==> src/rtl/forwarding_unit_pkg.sv <==
// rtl/forwarding_unit_pkg.sv - shared constants for the forwarding unit
// Purpose: bypass-select encodings and register-index width used by
//          forwarding_unit and fwd_select.
package forwarding_unit_pkg;

    localparam int REG_W = 5;

    // Bypass-mux select encodings. "Near" is the younger writer (closer to
    // the consumer), "far" the older one. 2'b11 is never produced.
    localparam logic [1:0] FWD_NONE = 2'b00;
    localparam logic [1:0] FWD_NEAR = 2'b01;
    localparam logic [1:0] FWD_FAR  = 2'b10;

endpackage

==> src/rtl/forwarding_unit_fwd_select.sv <==
// rtl/forwarding_unit_fwd_select.sv - two-level priority forwarding comparator
// Purpose: picks the bypass source for one operand from a near and a far
//          writer; the near writer wins when both match.
// Ports:
//   src       in  REG_W  source register number of the consumer
//   nearDest  in  REG_W  destination of the nearer writer
//   farDest   in  REG_W  destination of the farther writer
//   nearWrite in  1      nearer writer updates the register file
//   farWrite  in  1      farther writer updates the register file
//   sel       out 2      FWD_NONE / FWD_NEAR / FWD_FAR
// Option: ZERO_REG_GUARD_EN - source register 0 never matches ($zero).
module fwd_select
    import forwarding_unit_pkg::*;
(
    input  logic [REG_W-1:0] src,
    input  logic [REG_W-1:0] nearDest,
    input  logic [REG_W-1:0] farDest,
    input  logic             nearWrite,
    input  logic             farWrite,
    output logic [1:0]       sel
);

    logic srcLive;

`ifdef ZERO_REG_GUARD_EN
    // $zero is hard-wired, so a write to it must never be bypassed.
    assign srcLive = |src;
`else
    assign srcLive = 1'b1;
`endif

    always_comb begin
        sel = FWD_NONE;
        if (srcLive && nearWrite && (src == nearDest)) begin
            sel = FWD_NEAR;
        end else if (srcLive && farWrite && (src == farDest)) begin
            sel = FWD_FAR;
        end
    end

endmodule

==> src/rtl/forwarding_unit.sv <==
// rtl/forwarding_unit.sv - MIPS32 5-stage data-hazard forwarding selector
// Purpose: combinational bypass selects for EX (rs/rt) and ID (rsID/rtID)
//          operands, plus saturating forwarding-event counters.
// Ports:
//   Clock, Reset (async, active-low)   counters only; selects ignore them
//   rs, rt, rsID, rtID                 consumer source registers
//   destRegEX/MEM/WB, regWriteEX/MEM/WB writer destinations and enables
//   cntClear                           synchronous clear of all counters
//   forwardRS/RT                       EX selects: 01=MEM, 10=WB
//   forwardRSID/RTID                   ID selects: 01=EX,  10=MEM
//   cntFwdMEM/WB/EX/IDMEM              event counters, CNT_W bits
// Option: ZERO_REG_GUARD_EN - register 0 never forwards.
module forwarding_unit
    import forwarding_unit_pkg::*;
#(
    parameter int CNT_W = 16
) (
    input  logic             Clock,
    input  logic             Reset,
    input  logic [REG_W-1:0] rs,
    input  logic [REG_W-1:0] rt,
    input  logic [REG_W-1:0] rsID,
    input  logic [REG_W-1:0] rtID,
    input  logic [REG_W-1:0] destRegEX,
    input  logic [REG_W-1:0] destRegMEM,
    input  logic [REG_W-1:0] destRegWB,
    input  logic             regWriteEX,
    input  logic             regWriteMEM,
    input  logic             regWriteWB,
    input  logic             cntClear,
    output logic [1:0]       forwardRS,
    output logic [1:0]       forwardRT,
    output logic [1:0]       forwardRSID,
    output logic [1:0]       forwardRTID,
    output logic [CNT_W-1:0] cntFwdMEM,
    output logic [CNT_W-1:0] cntFwdWB,
    output logic [CNT_W-1:0] cntFwdEX,
    output logic [CNT_W-1:0] cntFwdIDMEM
);

    localparam logic [CNT_W-1:0] CNT_MAX = '1;
    localparam logic [CNT_W-1:0] CNT_ONE = CNT_W'(1);

    // EX-stage consumers: MEM is near, WB is far.
    fwd_select uSelRS (
        .src(rs), .nearDest(destRegMEM), .farDest(destRegWB),
        .nearWrite(regWriteMEM), .farWrite(regWriteWB), .sel(forwardRS)
    );
    fwd_select uSelRT (
        .src(rt), .nearDest(destRegMEM), .farDest(destRegWB),
        .nearWrite(regWriteMEM), .farWrite(regWriteWB), .sel(forwardRT)
    );

    // ID-stage consumers: EX is near, MEM is far.
    fwd_select uSelRSID (
        .src(rsID), .nearDest(destRegEX), .farDest(destRegMEM),
        .nearWrite(regWriteEX), .farWrite(regWriteMEM), .sel(forwardRSID)
    );
    fwd_select uSelRTID (
        .src(rtID), .nearDest(destRegEX), .farDest(destRegMEM),
        .nearWrite(regWriteEX), .farWrite(regWriteMEM), .sel(forwardRTID)
    );

    // One event per cycle even when both operands forward from the same stage.
    logic hitMEM, hitWB, hitEX, hitIDMEM;

    assign hitMEM   = (forwardRS   == FWD_NEAR) || (forwardRT   == FWD_NEAR);
    assign hitWB    = (forwardRS   == FWD_FAR)  || (forwardRT   == FWD_FAR);
    assign hitEX    = (forwardRSID == FWD_NEAR) || (forwardRTID == FWD_NEAR);
    assign hitIDMEM = (forwardRSID == FWD_FAR)  || (forwardRTID == FWD_FAR);

    always_ff @(posedge Clock or negedge Reset) begin
        if (!Reset) begin
            cntFwdMEM   <= '0;
            cntFwdWB    <= '0;
            cntFwdEX    <= '0;
            cntFwdIDMEM <= '0;
        end else if (cntClear) begin
            cntFwdMEM   <= '0;
            cntFwdWB    <= '0;
            cntFwdEX    <= '0;
            cntFwdIDMEM <= '0;
        end else begin
            // Saturate at all-ones so a long run never wraps back to small values.
            if (hitMEM && (cntFwdMEM != CNT_MAX)) begin
                cntFwdMEM <= cntFwdMEM + CNT_ONE;
            end
            if (hitWB && (cntFwdWB != CNT_MAX)) begin
                cntFwdWB <= cntFwdWB + CNT_ONE;
            end
            if (hitEX && (cntFwdEX != CNT_MAX)) begin
                cntFwdEX <= cntFwdEX + CNT_ONE;
            end
            if (hitIDMEM && (cntFwdIDMEM != CNT_MAX)) begin
                cntFwdIDMEM <= cntFwdIDMEM + CNT_ONE;
            end
        end
    end

endmodule

==> config.mk <==
export PLATFORM = sky130hd
export DESIGN_NAME = forwarding_unit
export DESIGN_NICKNAME = d
export VERILOG_FILES = /design/src/rtl/forwarding_unit_pkg.sv /design/src/rtl/forwarding_unit_fwd_select.sv /design/src/rtl/forwarding_unit.sv
export SDC_FILE = /design/constraint.sdc
export NUM_CORES = 1
export LEC_CHECK = 0
export CAP_MARGIN = 20
export CORE_UTILIZATION = 54
export DETAILED_ROUTE_END_ITERATION = 8
export GPL_ROUTABILITY_DRIVEN = 1
export GPL_TIMING_DRIVEN = 0
export PLACE_DENSITY = 0.95
export RECOVER_POWER = 100
export SLEW_MARGIN = 0
export SYNTH_ARGS = -nofsm -noshare
export SYNTH_HDL_FRONTEND = slang
export SYNTH_HIERARCHICAL = 1
export SYNTH_SLANG_ARGS = --single-unit
==> constraint.sdc <==
create_clock -name Clock -period 4.3 [get_ports Clock]
set_input_delay 0.86 -clock Clock [delete_from_list [all_inputs] [get_ports Clock]]
set_output_delay 0.86 -clock Clock [all_outputs]
set_load 0.005 [all_outputs]
## Yosys cells after proc, flatten, opt, wreduce, memory -nomap -nowiden

Index checks and enable logic that the tools add are counted.

- Multiplexer cells: 16
- $add $sub $neg: 4
- $lt $le $gt $ge: 0
- Equal/unequal tests: 20
- Reduce and logical (&&, ||, !) cells: 20
- Shift-type cells: 0
- Divide/modulo/power cells: 0
- Bitwise logic cells: 0
- Multiply operators: 0

Operators with widths:

| cell | count |
|---|---|
| $mux W16 | 8 |
| $add A16 B1 Y16 const B | 4 |
| $ne A16 B16 Y1 const B | 4 |
| $eq A5 B5 Y1 | 8 |
| $mux W2 | 8 |
| $logic_and A1 B1 Y1 | 12 |
| $eq A2 B1 Y1 const B | 4 |
| $eq A2 B2 Y1 const B | 4 |
| $reduce_bool A2 Y1 | 4 |
| $logic_or A1 B1 Y1 | 4 |

- ROM bits: 0
- Register bits: 64
- RAM bits: 0
- Logic and storage cells: 64
- Bits of input ports: 41
- Output and inout bits: 72
- Latch bits: 0
- Memories kept: 0

## Logic depth before layout (Yosys ltp)

- Word-level depth: 9
- Depth in mapped cells: 8
- Mapped depth without buffers: 7

## Modules after synthesis

The synthesis kept the hierarchy.

By module, submodules not included:

| module | area each (sq um) | seq. area each (sq um) | cells each | instances |
|---|---|---|---|---|
| forwarding_unit | 3901.2 | 1601.5 | 425 | 1 |
| fwd_select | 125.1 | 0.0 | 15 | 4 |

## Worst setup path after synthesis

Ideal clock, no wire load.

- Path type: input to register
- From: in rtID[1]
- To: reg cntFwdEX[11]
- Required time: 4.175 ns
- Setup slack: 1.448 ns
- Setup time: 0.125 ns
- Arrival: 2.727 ns
- Stages: 8
- Cell sequence: xor2_1 nor4_2 and3_1 nor2b_1 o21ai_0 clkbuf_1 nor4_1 mux2_2

- Elaborated cells between the ends (all ways): 10

RTL lines:

| item | line | text |
|---|---|---|
| start: declaration | forwarding_unit.sv:23 | `input logic [REG_W-1:0] rtID,` |
| $eq A5 B5 Y1 | forwarding_unit_fwd_select.sv:34 | `if (srcLive && nearWrite && (src == nearDest)) begin` |
| $logic_and A1 B1 Y1 | forwarding_unit_fwd_select.sv:34 |  |
| $mux W2 | forwarding_unit_fwd_select.sv:34 |  |
| via forwardRTID[0] | forwarding_unit.sv:34 | `output logic [1:0] forwardRTID,` |
| $eq A2 B1 Y1 | forwarding_unit.sv:69 | `assign hitEX = (forwardRSID == FWD_NEAR) \|\| (forwardRTID == FWD_NEAR);` |
| $logic_or A1 B1 Y1 | forwarding_unit.sv:69 |  |
| $logic_and A1 B1 Y1 | forwarding_unit.sv:91 | `if (hitEX && (cntFwdEX != CNT_MAX)) begin` |
| $reduce_bool A2 Y1 (no line) | - |  |
| end signal: assignment | forwarding_unit.sv:92 | `cntFwdEX <= cntFwdEX + CNT_ONE;` |
| end: declaration | forwarding_unit.sv:37 | `output logic [CNT_W-1:0] cntFwdEX,` |

The timed path passes the listed nets, and every way through them passes these cells.
A chain may end at the register's enable or synchronous reset.

## Final worst setup path

- From: in destRegMEM[3]
- To: out forwardRT[1]

- Cells in the longest elaborated chain, start to end: 3

Ends and longest elaborated chain:

| item | line | text |
|---|---|---|
| start: declaration | forwarding_unit.sv:25 | `input logic [REG_W-1:0] destRegMEM,` |
| $eq A5 B5 Y1 | forwarding_unit_fwd_select.sv:34 |  |
| $logic_and A1 B1 Y1 | forwarding_unit_fwd_select.sv:34 |  |
| $mux W2 | forwarding_unit_fwd_select.sv:34 |  |
| end: declaration | forwarding_unit.sv:32 | `output logic [1:0] forwardRT,` |

Every way passes these cells.

==> impl_metrics.prom <==
# TYPE chip_impl_metric gauge
chip_impl_info{name="status",value="finished, violations left"} 1
chip_impl_info{name="failed_checks",value="max-capacitance violations, max-slew violations"} 1
chip_impl_metric{name="cp_data_required_time",unit="ps"} 3440
chip_impl_metric{name="finalMaxSlewViolations",unit=""} 65
chip_impl_info{name="synth_ff_type",value="sky130_fd_sc_hd__dfrtp_1"} 1
chip_impl_info{name="critPathLaunchType",value="input port"} 1
chip_impl_metric{name="worst_pin_slew",unit="ps"} 1620
chip_impl_metric{name="cts.sinks",unit=""} 64
chip_impl_metric{name="detailed_place_hpwl",unit="microns"} 9290
chip_impl_metric{name="die-area",unit="sq mm"} 0.00852
chip_impl_metric{name="hold_viol_final",unit=""} 0
chip_impl_metric{name="clk_pin_slew_worst_paths",unit="ps"} 70
chip_impl_info{name="cts_tree",value="yes"} 1
chip_impl_info{name="rsz0062_at_grt",value="false"} 1
chip_impl_metric{name="die_x",unit="microns"} 92.3
chip_impl_metric{name="grt_remaining_overflow",unit=""} 0
chip_impl_metric{name="row_count",unit=""} 32
chip_impl_metric{name="max_slew_margin",unit="%"} -8.03
chip_impl_info{name="worst_hold_startpoint",value="cntFwdEX[6]"} 1
chip_impl_metric{name="critical_path_buf_inv_count",unit=""} 2
chip_impl_metric{name="finalSetupViolations",unit=""} 0
chip_impl_metric{name="max_stage_delay",unit="ps"} 700
chip_impl_info{name="crit_path_cell_trace",value="dlygate4sd3_1 -> xor2_1 -> nor4_1 -> a311oi_1 -> dlygate4sd3_1"} 1
chip_impl_info{name="r2r-start",value="cntFwdWB[0]"} 1
chip_impl_metric{name="io_buffer_count",unit=""} 111
chip_impl_metric{name="synthesis_to_finish_area_growth",unit="%"} 31.8
chip_impl_info{name="worst_hold_path_type",value="flip-flop to flip-flop"} 1
chip_impl_info{name="worstSetupStartpoint",value="destRegMEM[3]"} 1
chip_impl_metric{name="gp_congestion",unit=""} 0.915
chip_impl_metric{name="total_of_warnings_raised_by_yosys",unit=""} 6
chip_impl_metric{name="routed_via_count",unit=""} 4683
chip_impl_metric{name="post_cts_resize_count",unit=""} 0
chip_impl_metric{name="vias_per_cell",unit=""} 6.57
chip_impl_metric{name="clkLatencyLatePin",unit="ps"} 350
chip_impl_metric{name="ys_seq_elements",unit=""} 64
chip_impl_metric{name="timing.critical_path.depth",unit=""} 5
chip_impl_metric{name="start_util",unit="%"} 56.4
chip_impl_metric{name="drtIter0Drc",unit=""} 292
chip_impl_metric{name="grt_start_max_net_pins",unit=""} 65
chip_impl_metric{name="syn-instance-count",unit=""} 485
chip_impl_metric{name="detail_route.wirelength",unit="microns"} 13000
chip_impl_metric{name="cts_buffers",unit=""} 9
chip_impl_metric{name="finalPower",unit="uW"} 1300
chip_impl_metric{name="grt_usage",unit="%"} 31.9
chip_impl_metric{name="period_minus_slack",unit="ps"} 3910
chip_impl_metric{name="core_area",unit="sq mm"} 0.00781
chip_impl_metric{name="setup_tns",unit="ps"} 0
chip_impl_metric{name="crit_fanout",unit=""} 4
chip_impl_metric{name="n_antenna_cell",unit=""} 0
chip_impl_metric{name="dp_slack",unit="ps"} 400
chip_impl_metric{name="cts.path.max_buffers",unit=""} 2
chip_impl_metric{name="power.static_leakage",unit="uW"} 0.00238
chip_impl_metric{name="ant_nets",unit=""} 0
chip_impl_metric{name="final.hold.worst_slack",unit="ps"} 555
chip_impl_info{name="critPathKind",value="input port to primary output"} 1
chip_impl_metric{name="final_area",unit="sq mm"} 0.00580
chip_impl_metric{name="rrSetupSlack",unit="ps"} 1920
chip_impl_info{name="critical_path.top_delay_family",value="buffers and inverters"} 1
chip_impl_info{name="critical-path-top-cell-by-count",value="sky130_fd_sc_hd__dlygate4sd3_1"} 1
chip_impl_info{name="layout_commonest_cell",value="sky130_fd_sc_hd__dlygate4sd3_1"} 1
chip_impl_metric{name="final.period_utilization",unit="%"} 90.9
chip_impl_info{name="setup_crit_end_kind",value="primary output"} 1
chip_impl_metric{name="holdPathStages",unit=""} 1
chip_impl_metric{name="placedInstanceArea",unit="sq mm"} 0.00564
chip_impl_metric{name="routedWlPerCell",unit="microns"} 18.2
chip_impl_metric{name="ctsHoldBuffers",unit=""} 0
chip_impl_metric{name="global_route_wire_length_before_repair",unit="microns"} 21400
chip_impl_info{name="ctsRootBufferMaster",value="sky130_fd_sc_hd__clkbuf_8"} 1
chip_impl_metric{name="timing.critical_path.arrival",unit="ps"} 3050
chip_impl_metric{name="io-pin-count",unit=""} 113
chip_impl_metric{name="first_global_vias",unit=""} 4642
chip_impl_metric{name="synthesis.area",unit="sq mm"} 0.00440
chip_impl_metric{name="r2r_cells",unit=""} 5
chip_impl_metric{name="skew",unit="ps"} 11.2
chip_impl_info{name="cp_slowest_cell",value="sky130_fd_sc_hd__dlygate4sd3_1"} 1
chip_impl_metric{name="number_of_violations_of_the_max_capacitance_limit",unit=""} 1
chip_impl_metric{name="vdd_drop_max",unit="mV"} 0.166
chip_impl_metric{name="fmax",unit="MHz"} 256
chip_impl_metric{name="remaining_drc_errors",unit=""} 0
chip_impl_metric{name="syn_nets",unit=""} 530
chip_impl_metric{name="drt_pass1_iterations",unit=""} 5
chip_impl_metric{name="synthArstFlopShare",unit="%"} 100
chip_impl_info{name="mostFrequentLayoutCells",value="sky130_fd_sc_hd__dlygate4sd3_1 (74), sky130_fd_sc_hd__dfrtp_1 (64), sky130_fd_sc_hd__clkdlybuf4s50_1 (36), sky130_fd_sc_hd__a21oi_1 (35), sky130_fd_sc_hd__nor2_1 (33)"} 1
chip_impl_metric{name="setup_ws",unit="ps"} 391
chip_impl_metric{name="cellPowerDensity",unit="mW/mm^2"} 224
chip_impl_metric{name="postCtsSetupRepairBufs",unit=""} 0
chip_impl_metric{name="synth_edf_count",unit=""} 0
chip_impl_metric{name="chipHeight",unit="microns"} 92.3
chip_impl_metric{name="number_of_distinct_standard_cells_referenced_by_the_synthesized_netlist",unit=""} 57
chip_impl_metric{name="post_route_cells_drive_above_1_share",unit="%"} 7.53
chip_impl_metric{name="finish.net_count",unit=""} 652
chip_impl_metric{name="ys_seq_area_share",unit="%"} 36.4
chip_impl_metric{name="antenna_found_initial",unit=""} 0
chip_impl_metric{name="htreeDepth",unit=""} 3
chip_impl_metric{name="avgSynthCellArea",unit="sq um"} 9.08
flip-flops by register name, indices dropped and copies added (netlist names):
register and cells:
cntFwdMEM 16, cntFwdIDMEM 16, cntFwdEX 16, cntFwdWB 16
Yosys cell counts (2+ instances only):
library cell,instances,area [sq um]
sky130_fd_sc_hd__ha_1,4,50.1
sky130_fd_sc_hd__nor4b_1,2,17.5
sky130_fd_sc_hd__nand3_1,20,100
sky130_fd_sc_hd__or4_1,19,143
sky130_fd_sc_hd__mux2_2,19,214
sky130_fd_sc_hd__o31ai_1,22,165
sky130_fd_sc_hd__buf_2,3,15.0
sky130_fd_sc_hd__xor2_1,16,140
sky130_fd_sc_hd__and2b_2,2,17.5
sky130_fd_sc_hd__nand2_1,28,105
sky130_fd_sc_hd__and2_1,3,18.8
sky130_fd_sc_hd__clkbuf_1,8,30.0
sky130_fd_sc_hd__dfrtp_1,64,1600
sky130_fd_sc_hd__o21ba_2,2,20.0
sky130_fd_sc_hd__nor4_2,4,50.1
sky130_fd_sc_hd__o2111ai_1,2,17.5
sky130_fd_sc_hd__nand4_1,18,113
sky130_fd_sc_hd__o21ai_1,2,10.0
sky130_fd_sc_hd__o41ai_1,3,26.3
sky130_fd_sc_hd__o21ai_0,12,60.1
sky130_fd_sc_hd__and3_1,7,43.8
sky130_fd_sc_hd__or2_2,3,18.8
sky130_fd_sc_hd__nor2b_1,23,144
sky130_fd_sc_hd__nor2_1,33,124
sky130_fd_sc_hd__nor3_1,15,75.1
sky130_fd_sc_hd__a41oi_1,2,17.5
sky130_fd_sc_hd__mux2i_1,3,30.0
sky130_fd_sc_hd__a211oi_1,12,90.1
sky130_fd_sc_hd__nor4_1,11,68.8
sky130_fd_sc_hd__clkbuf_8,2,27.5
sky130_fd_sc_hd__a21oi_1,35,175
sky130_fd_sc_hd__inv_1,15,56.3
sky130_fd_sc_hd__xnor2_1,24,210
sky130_fd_sc_hd__or3_1,7,43.8
sky130_fd_sc_hd__a311oi_1,6,52.6
sky130_fd_sc_hd__o311ai_0,2,17.5
sky130_fd_sc_hd__o211ai_1,5,37.5
sky130_fd_sc_hd__and4_1,8,70.1
report_power, final:
part	leakage [uW]	internal, uW	switching, uW
Combinational	0.00138	67.5	75.9
Clock	0.000102	313	238
Sequential	0.000894	603	2.55
Total	0.00238	983	317
path summary, 6_finish.rpt:
path | end
max | forwardRT[1]
min | cntFwdEX[6]
max reg2reg | cntFwdWB[15]
min reg2reg | cntFwdEX[6]
max in group asynchronous | cntFwdWB[15]
min in group asynchronous | cntFwdMEM[13]
layer usage:
metal | GRT usage, % | up-vias | share of wire (%)
li1 | - | 2117 | -
met1 | 35.3 | 2217 | 37
met2 | 55.1 | 289 | 51
met3 | 8.79 | 60 | 8.8
met4 | 18.0 | 0 | 3.8
met5 | 0 | - | 0
cell families (layout without fill, tap and decap cells):
family	Yosys count	in the layout	share of synthesized area, %
adder cells (fa/ha/maj)	4	4	1.14
AND/OR/NAND/NOR	210	210	27.9
XOR/XNOR	40	40	7.96
flip-flops	64	64	36.4
buffers and inverters	29	155	3.01
AO/OA/AOI/OAI	116	116	18.1
multiplexers	22	22	5.54
worst reg2reg max path, stage by stage, from the launching register on:
cell                        delay (ps)
sky130_fd_sc_hd__dfrtp_1           430
sky130_fd_sc_hd__ha_1              240
sky130_fd_sc_hd__nand4_1           170
sky130_fd_sc_hd__nor3_1            710
sky130_fd_sc_hd__a2111oi_0         320
sky130_fd_sc_hd__mux2_1            380
final cells by class:
type | instances | area, sq um
inverters | 15 | 56.3
well taps | 102 | 128
clock inverters | 2 | 37.5
multi-input cells | 392 | 2630
clock buffers | 13 | 169
repair buffers | 111 | 1110
plain buffers | 14 | 76.3
flip-flops and latches | 64 | 1600
fillers | 560 | 2000
stage by stage:
stage	utilization [%]	std cells
after detailed placement	72.2	698
after global placement	72.2	698
after floorplan	-	485
final	74.3	713
after CTS	74.9	713
after global routing	74.3	713
Power figures use the tool's default switching activity.
